### src/rtl/pulse_cfg_pkg.sv
// Shared definitions for the pulse parameter bank: register map, FSM states,
// flag-word layout and reset defaults.
package pulse_cfg_pkg;

    localparam logic [2:0] REG_PERIOD  = 3'd0;
    localparam logic [2:0] REG_P1WIDTH = 3'd1;
    localparam logic [2:0] REG_P2WIDTH = 3'd2;
    localparam logic [2:0] REG_DELAY   = 3'd3;
    localparam logic [2:0] REG_ATTDLY  = 3'd4;
    localparam logic [2:0] REG_FLAGS   = 3'd5;

    localparam int FLAG_PUMP      = 0;
    localparam int FLAG_DOUBLE    = 1;
    localparam int FLAG_BLOCK_LSB = 8;
    localparam int FLAG_BLOCK_MSB = 15;

    localparam int unsigned DEFAULT_PERIOD = 20000;
    localparam int unsigned DEFAULT_P1W    = 30;
    localparam int unsigned DEFAULT_P2W    = 30;
    localparam int unsigned DEFAULT_DELAY  = 200;
    localparam int unsigned DEFAULT_ATTDLY = 2000;
    localparam int unsigned DEFAULT_BLOCK  = 50;

    typedef enum logic [1:0] {
        IDLE  = 2'd0,
        CALC  = 2'd1,
        ARMED = 2'd2
    } state_t;

endpackage

### src/rtl/pulse_edge_calc.sv
// Derived-edge adder chain for one channel, with overflow and range validation.
module pulse_edge_calc #(
    parameter int W = 32
) (
    input  logic [W-1:0] period,
    input  logic [W-1:0] p1width,
    input  logic [W-1:0] p2width,
    input  logic [W-1:0] delay,
    input  logic [W-1:0] att_delay,
    output logic [W-1:0] p2start,
    output logic [W-1:0] sync_up,
    output logic [W-1:0] att_down,
    output logic         ok
);

    logic [W:0] sum_p2s;
    logic [W:0] sum_sy;
    logic [W:0] sum_ad;

    // The extra top bit of each sum is the carry; any carry rejects the set.
    always_comb begin
        sum_p2s  = {1'b0, p1width} + {1'b0, delay};
        sum_sy   = {1'b0, sum_p2s[W-1:0]} + {1'b0, p2width};
        sum_ad   = {1'b0, sum_sy[W-1:0]} + {1'b0, att_delay};
        p2start  = sum_p2s[W-1:0];
        sync_up  = sum_sy[W-1:0];
        att_down = sum_ad[W-1:0];
        ok = !(sum_p2s[W] || sum_sy[W] || sum_ad[W])
             && (p1width != '0)
             && (period != '0)
             && (sum_ad[W-1:0] < period);
    end

endmodule

### src/rtl/pulse_param_bank.sv
// Multi-channel pulse timing bank: shadow registers, sequential per-channel
// validation, and an atomic shadow-to-active commit on a period boundary.
module pulse_param_bank
    import pulse_cfg_pkg::*;
#(
    parameter int          W          = 32,
    parameter int          NCH        = 2,
    parameter int unsigned DEF_PERIOD = DEFAULT_PERIOD,
    parameter int unsigned DEF_P1W    = DEFAULT_P1W,
    parameter int unsigned DEF_P2W    = DEFAULT_P2W,
    parameter int unsigned DEF_DELAY  = DEFAULT_DELAY,
    parameter int unsigned DEF_ATTDLY = DEFAULT_ATTDLY,
    parameter int unsigned DEF_BLOCK  = DEFAULT_BLOCK
) (
    input  logic                    clk_pll,
    input  logic                    resetn,
    input  logic                    wr_valid,
    output logic                    wr_ready,
    input  logic [$clog2(NCH)+2:0]  wr_addr,
    input  logic [W-1:0]            wr_data,
    input  logic                    commit_req,
    input  logic                    period_start,
    output logic                    busy,
    output logic                    cfg_update,
    output logic                    commit_err,
    output logic [$clog2(NCH)-1:0]  err_ch,
    output logic [NCH*W-1:0]        period,
    output logic [NCH*W-1:0]        p1width,
    output logic [NCH*W-1:0]        p2start,
    output logic [NCH*W-1:0]        sync_up,
    output logic [NCH*W-1:0]        att_down,
    output logic [NCH-1:0]          pump,
    output logic [NCH-1:0]          double,
    output logic [NCH*8-1:0]        pulse_block,
    output logic [1:0]              dbg_state
);

    localparam int CH_W   = $clog2(NCH);
    localparam int ADDR_W = CH_W + 3;

    localparam logic [W-1:0] D_PERIOD = W'(DEF_PERIOD);
    localparam logic [W-1:0] D_P1W    = W'(DEF_P1W);
    localparam logic [W-1:0] D_P2W    = W'(DEF_P2W);
    localparam logic [W-1:0] D_DELAY  = W'(DEF_DELAY);
    localparam logic [W-1:0] D_ATTDLY = W'(DEF_ATTDLY);
    localparam logic [W-1:0] D_P2S    = W'(DEF_P1W + DEF_DELAY);
    localparam logic [W-1:0] D_SY     = W'(DEF_P1W + DEF_DELAY + DEF_P2W);
    localparam logic [W-1:0] D_AD     = W'(DEF_P1W + DEF_DELAY + DEF_P2W + DEF_ATTDLY);
    localparam logic [7:0]   D_BLOCK  = 8'(DEF_BLOCK);

    state_t state_q, state_d;
    logic [CH_W-1:0] calc_ch;
    logic            calc_last;

    logic [W-1:0] sh_period [NCH];
    logic [W-1:0] sh_p1w    [NCH];
    logic [W-1:0] sh_p2w    [NCH];
    logic [W-1:0] sh_delay  [NCH];
    logic [W-1:0] sh_attdly [NCH];
    logic         sh_pump   [NCH];
    logic         sh_double [NCH];
    logic [7:0]   sh_block  [NCH];

    logic [W-1:0] st_period [NCH];
    logic [W-1:0] st_p1w    [NCH];
    logic [W-1:0] st_p2s    [NCH];
    logic [W-1:0] st_sy     [NCH];
    logic [W-1:0] st_ad     [NCH];
    logic         st_pump   [NCH];
    logic         st_double [NCH];
    logic [7:0]   st_block  [NCH];

    logic [W-1:0] ac_period [NCH];
    logic [W-1:0] ac_p1w    [NCH];
    logic [W-1:0] ac_p2s    [NCH];
    logic [W-1:0] ac_sy     [NCH];
    logic [W-1:0] ac_ad     [NCH];
    logic         ac_pump   [NCH];
    logic         ac_double [NCH];
    logic [7:0]   ac_block  [NCH];

    logic [W-1:0] calc_p2s, calc_sy, calc_ad;
    logic         calc_ok;

    logic [CH_W-1:0] wr_ch;
    logic [2:0]      wr_reg;
    logic [31:0]     wr_ch_ext;
    logic            wr_fire;

    // Write handshake: a beat transfers on a rising edge where wr_valid and
    // wr_ready are both high; wr_ready is high only in IDLE, so the shadow set
    // is frozen while a commit is being validated or is waiting to land.
    assign wr_ready  = (state_q == IDLE);
    assign busy      = (state_q != IDLE);
    assign dbg_state = state_q;
    assign calc_last = (calc_ch == CH_W'(NCH - 1));

    always_comb begin
        wr_ch     = wr_addr[ADDR_W-1:3];
        wr_reg    = wr_addr[2:0];
        wr_ch_ext = 32'(wr_ch);
        wr_fire   = wr_valid && wr_ready && (wr_ch_ext < 32'(NCH));
    end

    pulse_edge_calc #(.W(W)) u_edge_calc (
        .period   (sh_period[calc_ch]),
        .p1width  (sh_p1w[calc_ch]),
        .p2width  (sh_p2w[calc_ch]),
        .delay    (sh_delay[calc_ch]),
        .att_delay(sh_attdly[calc_ch]),
        .p2start  (calc_p2s),
        .sync_up  (calc_sy),
        .att_down (calc_ad),
        .ok       (calc_ok)
    );

    always_ff @(posedge clk_pll or negedge resetn) begin
        if (!resetn) begin
            state_q <= IDLE;
        end else begin
            state_q <= state_d;
        end
    end

    always_comb begin
        state_d = state_q;
        case (state_q)
            IDLE:    if (commit_req) state_d = CALC;
            CALC:    if (!calc_ok) state_d = IDLE;
                     else if (calc_last) state_d = ARMED;
            ARMED:   if (period_start) state_d = ARMED == ARMED ? IDLE : IDLE;
            default: state_d = IDLE;
        endcase
    end

    // Writes to unmapped registers (6, 7) fall through the case and are dropped.
    always_ff @(posedge clk_pll or negedge resetn) begin
        if (!resetn) begin
            for (int i = 0; i < NCH; i++) begin
                sh_period[i] <= D_PERIOD;
                sh_p1w[i]    <= D_P1W;
                sh_p2w[i]    <= D_P2W;
                sh_delay[i]  <= D_DELAY;
                sh_attdly[i] <= D_ATTDLY;
                sh_pump[i]   <= 1'b1;
                sh_double[i] <= 1'b1;
                sh_block[i]  <= D_BLOCK;
            end
        end else if (wr_fire) begin
            case (wr_reg)
                REG_PERIOD:  sh_period[wr_ch] <= wr_data;
                REG_P1WIDTH: sh_p1w[wr_ch]    <= wr_data;
                REG_P2WIDTH: sh_p2w[wr_ch]    <= wr_data;
                REG_DELAY:   sh_delay[wr_ch]  <= wr_data;
                REG_ATTDLY:  sh_attdly[wr_ch] <= wr_data;
                REG_FLAGS: begin
                    sh_pump[wr_ch]   <= wr_data[FLAG_PUMP];
                    sh_double[wr_ch] <= wr_data[FLAG_DOUBLE];
                    sh_block[wr_ch]  <= wr_data[FLAG_BLOCK_MSB:FLAG_BLOCK_LSB];
                end
                default: ;
            endcase
        end
    end

    always_ff @(posedge clk_pll or negedge resetn) begin
        if (!resetn) begin
            calc_ch    <= '0;
            commit_err <= 1'b0;
            err_ch     <= '0;
            cfg_update <= 1'b0;
            for (int i = 0; i < NCH; i++) begin
                st_period[i] <= D_PERIOD;
                st_p1w[i]    <= D_P1W;
                st_p2s[i]    <= D_P2S;
                st_sy[i]     <= D_SY;
                st_ad[i]     <= D_AD;
                st_pump[i]   <= 1'b1;
                st_double[i] <= 1'b1;
                st_block[i]  <= D_BLOCK;
                ac_period[i] <= D_PERIOD;
                ac_p1w[i]    <= D_P1W;
                ac_p2s[i]    <= D_P2S;
                ac_sy[i]     <= D_SY;
                ac_ad[i]     <= D_AD;
                ac_pump[i]   <= 1'b1;
                ac_double[i] <= 1'b1;
                ac_block[i]  <= D_BLOCK;
            end
        end else begin
            cfg_update <= 1'b0;
            case (state_q)
                IDLE: begin
                    if (commit_req) begin
                        calc_ch    <= '0;
                        commit_err <= 1'b0;
                    end
                end
                CALC: begin
                    if (!calc_ok) begin
                        commit_err <= 1'b1;
                        err_ch     <= calc_ch;
                    end else begin
                        st_period[calc_ch] <= sh_period[calc_ch];
                        st_p1w[calc_ch]    <= sh_p1w[calc_ch];
                        st_p2s[calc_ch]    <= calc_p2s;
                        st_sy[calc_ch]     <= calc_sy;
                        st_ad[calc_ch]     <= calc_ad;
                        st_pump[calc_ch]   <= sh_pump[calc_ch];
                        st_double[calc_ch] <= sh_double[calc_ch];
                        st_block[calc_ch]  <= sh_block[calc_ch];
                        if (!calc_last) calc_ch <= calc_ch + 1'b1;
                    end
                end
                ARMED: begin
                    if (period_start) begin
                        for (int i = 0; i < NCH; i++) begin
                            ac_period[i] <= st_period[i];
                            ac_p1w[i]    <= st_p1w[i];
                            ac_p2s[i]    <= st_p2s[i];
                            ac_sy[i]     <= st_sy[i];
                            ac_ad[i]     <= st_ad[i];
                            ac_pump[i]   <= st_pump[i];
                            ac_double[i] <= st_double[i];
                            ac_block[i]  <= st_block[i];
                        end
                        cfg_update <= 1'b1;
                    end
                end
                default: ;
            endcase
        end
    end

    always_comb begin
        for (int i = 0; i < NCH; i++) begin
            period[i*W +: W]     = ac_period[i];
            p1width[i*W +: W]    = ac_p1w[i];
            p2start[i*W +: W]    = ac_p2s[i];
            sync_up[i*W +: W]    = ac_sy[i];
            att_down[i*W +: W]   = ac_ad[i];
            pump[i]              = ac_pump[i];
            double[i]            = ac_double[i];
            pulse_block[i*8 +: 8] = ac_block[i];
        end
    end

endmodule

### config.mk
export PLATFORM = sky130hd
export DESIGN_NAME = pulse_param_bank
export DESIGN_NICKNAME = d
export VERILOG_FILES = /design/src/rtl/pulse_cfg_pkg.sv /design/src/rtl/pulse_edge_calc.sv /design/src/rtl/pulse_param_bank.sv
export SDC_FILE = /design/constraint.sdc
export NUM_CORES = 2
export LEC_CHECK = 0
export ABC_CLOCK_PERIOD_IN_PS = 16600
export CELL_PAD_IN_SITES_DETAIL_PLACEMENT = 2
export CELL_PAD_IN_SITES_GLOBAL_PLACEMENT = 2
export CORE_MARGIN = 5
export CORE_UTILIZATION = 40
export CTS_CLUSTER_SIZE = 14
export DETAILED_ROUTE_END_ITERATION = 16
export PLACE_DENSITY = 0.85
export SYNTH_ARGS = -nofsm -noshare
export SYNTH_HDL_FRONTEND = slang
export SYNTH_SLANG_ARGS = --single-unit
### constraint.sdc
create_clock -name clk_pll -period 16.6 [get_ports clk_pll]
set_clock_uncertainty 0.2 [all_clocks]
set_input_delay 3.32 -clock clk_pll [delete_from_list [all_inputs] [get_ports clk_pll]]
set_output_delay 3.32 -clock clk_pll [all_outputs]
set_load 0.01 [all_outputs]
==> results summary <==
The run finished with clean final reports. After synthesis, the cell types taking the most area are sky130_fd_sc_hd__dfrtp_1 (46%), sky130_fd_sc_hd__mux2_2 (16%), sky130_fd_sc_hd__dfstp_2 (8.9%). The total routing usage reported by global routing is 0.280. The layout overhead on the synthesized area is 19.1%. The number of design rule violations left after detail routing came out at 0. The max-slew violation count is 0. For the worst setup path, the data arrival time is approximately 14,000 ps.

The number of different library cells in the post-synthesis netlist came out at 97. The fraction of the cycle the final worst path needs is 0.836. The H-tree depth came out at 3. The row count is between 100 and 150.

After global routing the overflow that remains totals 0. The biggest fanout along the worst timing path came out at 60. For this run, asynchronously set or reset flops after synthesis account for 1.00. The number of flops mapped to enable cells by yosys is 0.

The total die area is 0.124 mm². The endpoint of the most critical register-to-register path is st_period[63]$_DFFE_PN0P_. The count of warnings emitted by yosys came out at 0. The post-synthesis sequential element count is about 1,000. The worst hold path begins at st_pump[0]$_DFFE_PN1P_.

The number of I/O port buffers came out at 387. The worst hold path passes through 2 cells. The startpoint identified for the worst register-to-register timing path is calc_ch$_DFFE_PN0P_. The register-to-register path setup slack is 2710 ps. CTS placed an instance of sky130_fd_sc_hd__clkbuf_16 at the clock tree root.

After synthesis the cells add up to about 0.047 mm². The worst-margin pin slew came out at roughly 1400 ps. The normalized max-slew margin came out at 0.0406. Clock-pin slew was measured on the worst setup and hold paths at roughly 70 ps. The routed wire length came out at about 180,000 µm. The global-route wire length before repair is between 200,000 and 300,000 µm. In the layout the commonest cells are sky130_fd_sc_hd__nand2_1 (1,074), sky130_fd_sc_hd__dfrtp_1 (867), sky130_fd_sc_hd__mux2_2 (651), sky130_fd_sc_hd__clkdlybuf4s50_1 (386), sky130_fd_sc_hd__dfstp_2 (158). The area used by sequential logic in the layout is between 0.02 and 0.03 mm².

The most used cell along the critical path is sky130_fd_sc_hd__ha_1. The die extent in x came out at 352 µm. The biggest area contributor in the post-synthesis netlist is sky130_fd_sc_hd__dfrtp_1. The portion of netlist area occupied by mux cells is 0.209. The combined area of the multi-input logic cells came out at between 0.015 and 0.02 mm². The end of the worst hold path is pump[1]$_DFFE_PN1P_. Before antenna repair, the detailed router went through 5 iterations. The worst-case setup margin in the final layout came out at 2710 ps. TritonCTS built the clock tree. The class of the tightest hold or removal check is reg -> reg. The average routed wire per standard cell came out at 29.9 µm. The share of the yosys chip area belonging to registers came out at 0.552. a little under 400 I/O pins were placed. The placer congestion estimate is between 0.8 and 0.9. Setup violations remaining at the end of the flow were counted as 0. For this configuration, the core starts out at a cell density of 0.403.

The sum of negative setup slack came out at 0 ps. Detailed placement ended at an HPWL of 114,000 µm. The insertion delay of the later-clocked pin in the worst-skew pair came out at 720 ps. The number of setup buffers added after CTS is 0.

The final antenna-violating net count is 0. The largest stage delay on the critical path came out at 900 ps. The endpoint class of the critical path is a register. The via count of the first global-routing pass came to about 39,000.

The TritonCTS buffer count came out at 111. In the synthesized netlist, the number of instances is just under 4,000. The dominant synthesized flop cell is sky130_fd_sc_hd__dfrtp_1.

The count of instances resized after the clock tree is built is 0. The number of hold buffers added after CTS was 0. The final number of hold-violating endpoints came out at 0.

The area fraction in and, or, nand and nor cells after synthesis is 0.113. The maximum buffer depth of the clock tree is 3. The area fraction in compound gates after synthesis is 0.0464. STA classifies the critical path startpoint as a register. The number of maximum-capacitance constraint violations is 0.

The adder-cell share of the synthesized area is 0.0344. The net count reported at finish is ~4,500. The critical-path cell with the highest stage delay is sky130_fd_sc_hd__dfrtp_4. Final hold analysis gives a worst-case slack of about 250 ps.

The net count after synthesis is approximately 4,100. The required time of the critical path is 16,990 ps. After floorplanning, the core was sized to cover between 0.1 and 0.15 mm².

The cell count of the worst reg-to-reg path is 41. OpenSTA, run right after detailed placement, puts the worst setup slack at about 3600 ps. The highest clock frequency the design can meet is approximately 70 MHz. The library cell used most frequently in the layout, excluding fill and tap cells, is sky130_fd_sc_hd__nand2_1. The via density per instance is around 5.6.

Counting the fill cells in the layout gives between 10,000 and 15,000. Setup repair after global routing left no endpoint under its margin. The floorplan die height came out at between 300 and 400 µm. Entering global routing, the biggest net connects 170 pins. The worst path needs around 14,000 ps of the cycle, external delays included. By area, the combinational part of the netlist is dominated by multiplexers.

The initial DRC count is 1,984. The area share of the largest cell type after synthesis came out at 0.463. The mean cell area of the mapped netlist came out at approximately 12 µm².

The share of final-layout standard cells stronger than drive strength 1 is 0.265. The number of antenna violations at the first check in global routing is 32. The number of vias in the routed layout is between 30,000 and 40,000. The critical path class is reg -> reg. The clock net in this run drives a total of around 1,000 sinks.

The xor-xnor portion of the synthesized cell area is 0.0171.
==> cell usage after synthesis (10+ instances only) <==
cell and instances:
sky130_fd_sc_hd__nor2_1 62, sky130_fd_sc_hd__nor3_1 12, sky130_fd_sc_hd__dfstp_2 158, sky130_fd_sc_hd__nand3_1 19, sky130_fd_sc_hd__mux2_1 92, sky130_fd_sc_hd__nor4_1 28
sky130_fd_sc_hd__mux2i_1 14, sky130_fd_sc_hd__o21bai_1 14, sky130_fd_sc_hd__o21ai_0 41, sky130_fd_sc_hd__nand4_1 25, sky130_fd_sc_hd__clkbuf_1 127, sky130_fd_sc_hd__a21oi_1 87
sky130_fd_sc_hd__a211oi_1 10, sky130_fd_sc_hd__buf_2 12, sky130_fd_sc_hd__mux2_2 651, sky130_fd_sc_hd__nand2b_1 16, sky130_fd_sc_hd__o21a_1 13, sky130_fd_sc_hd__xor2_1 24
sky130_fd_sc_hd__inv_1 70, sky130_fd_sc_hd__a21o_1 34, sky130_fd_sc_hd__mux2_4 87, sky130_fd_sc_hd__buf_1 39, sky130_fd_sc_hd__nand2_1 1075, sky130_fd_sc_hd__dfrtp_1 868
sky130_fd_sc_hd__xnor2_1 61, sky130_fd_sc_hd__buf_4 18, sky130_fd_sc_hd__ha_1 124, sky130_fd_sc_hd__nor2b_1 14
==> area by class of cell <==
class                   count  share of cell area
clock inverters            34             0.00776
clock buffers             174              0.0594
diodes                     14            0.000628
multi-input cells        2659               0.354
well taps                1524              0.0342
flip-flops and latches   1026               0.464
repair buffers            430              0.0757
inverters                  70             0.00484
==> logic make-up (layout without fill, tap and decap cells) <==
| group | after synthesis | in the layout |
|---|---|---|
| compound gates | 300 | 300 |
| mux | 844 | 844 |
| fa+ha+maj | 127 | 127 |
| flops | 1026 | 1026 |
| buf+inv | 277 | 708 |
| xor+xnor | 88 | 88 |
| other cells | 0 | 14 |
| simple gates | 1300 | 1300 |
==> metal layers <==
metal | share of wire | up-vias | track usage
met5 | 0.00036 | - | 0
li1 | - | 14100 | -
met2 | 0.49 | 1092 | 0.480
met3 | 0.058 | 368 | 0.0563
met4 | 0.042 | 8 | 0.113
met1 | 0.41 | 17800 | 0.347
==> per-stage QoR <==
stage | utilization | instance area, µm² | std cells
after CTS | 0.479 | 55800 | 5917
after detailed placement | 0.447 | 52000 | 5709
final | 0.480 | 55800 | 5931
after global routing | 0.479 | 55800 | 5918
after floorplan | - | 46900 | 3962
after global placement | 0.447 | 52000 | 5709
==> worst max path at each step <==
stage	startpoint	end	depth (start not counted)
after floorplan	calc_ch$_DFFE_PN0P_	st_ad[10]$_DFFE_PN0P_	50
after detailed placement	calc_ch$_DFFE_PN0P_	st_p2s[40]$_DFFE_PN0P_	44
after global routing	calc_ch$_DFFE_PN0P_	st_period[59]$_DFFE_PN0P_	44
after global placement	calc_ch$_DFFE_PN0P_	st_p2s[40]$_DFFE_PN0P_	44
after CTS	calc_ch$_DFFE_PN0P_	st_p2s[40]$_DFFE_PN0P_	41
final	calc_ch$_DFFE_PN0P_	st_period[63]$_DFFE_PN0P_	41
==> flip-flops by register name, indices dropped and copies added, names as in the netlist, 16 cells and up <==
name	flops
att_down	64
p1width	64
p2start	64
period	64
pulse_block	16
sh_attdly	64
sh_block	16
sh_delay	64
sh_p1w	64
sh_p2w	64
sh_period	64
st_ad	64
st_block	16
st_p1w	64
st_p2s	64
st_period	64
st_sy	64
sync_up	64
==> worst max-delay path: cells and delay by family, from the launching register on <==
family | cells | cell delay (ps)
XOR/XNOR | 3 | 1090
buffers and inverters | 4 | 1550
adder cells (fa/ha/maj) | 5 | 1500
multiplexers | 2 | 890
AND/OR/NAND/NOR | 12 | 2370
AO/OA/AOI/OAI | 15 | 4980
flip-flops | 1 | 900
Power is not shown: default switching activity piles up to over one toggle a cycle in this logic, so the estimate is an artifact.
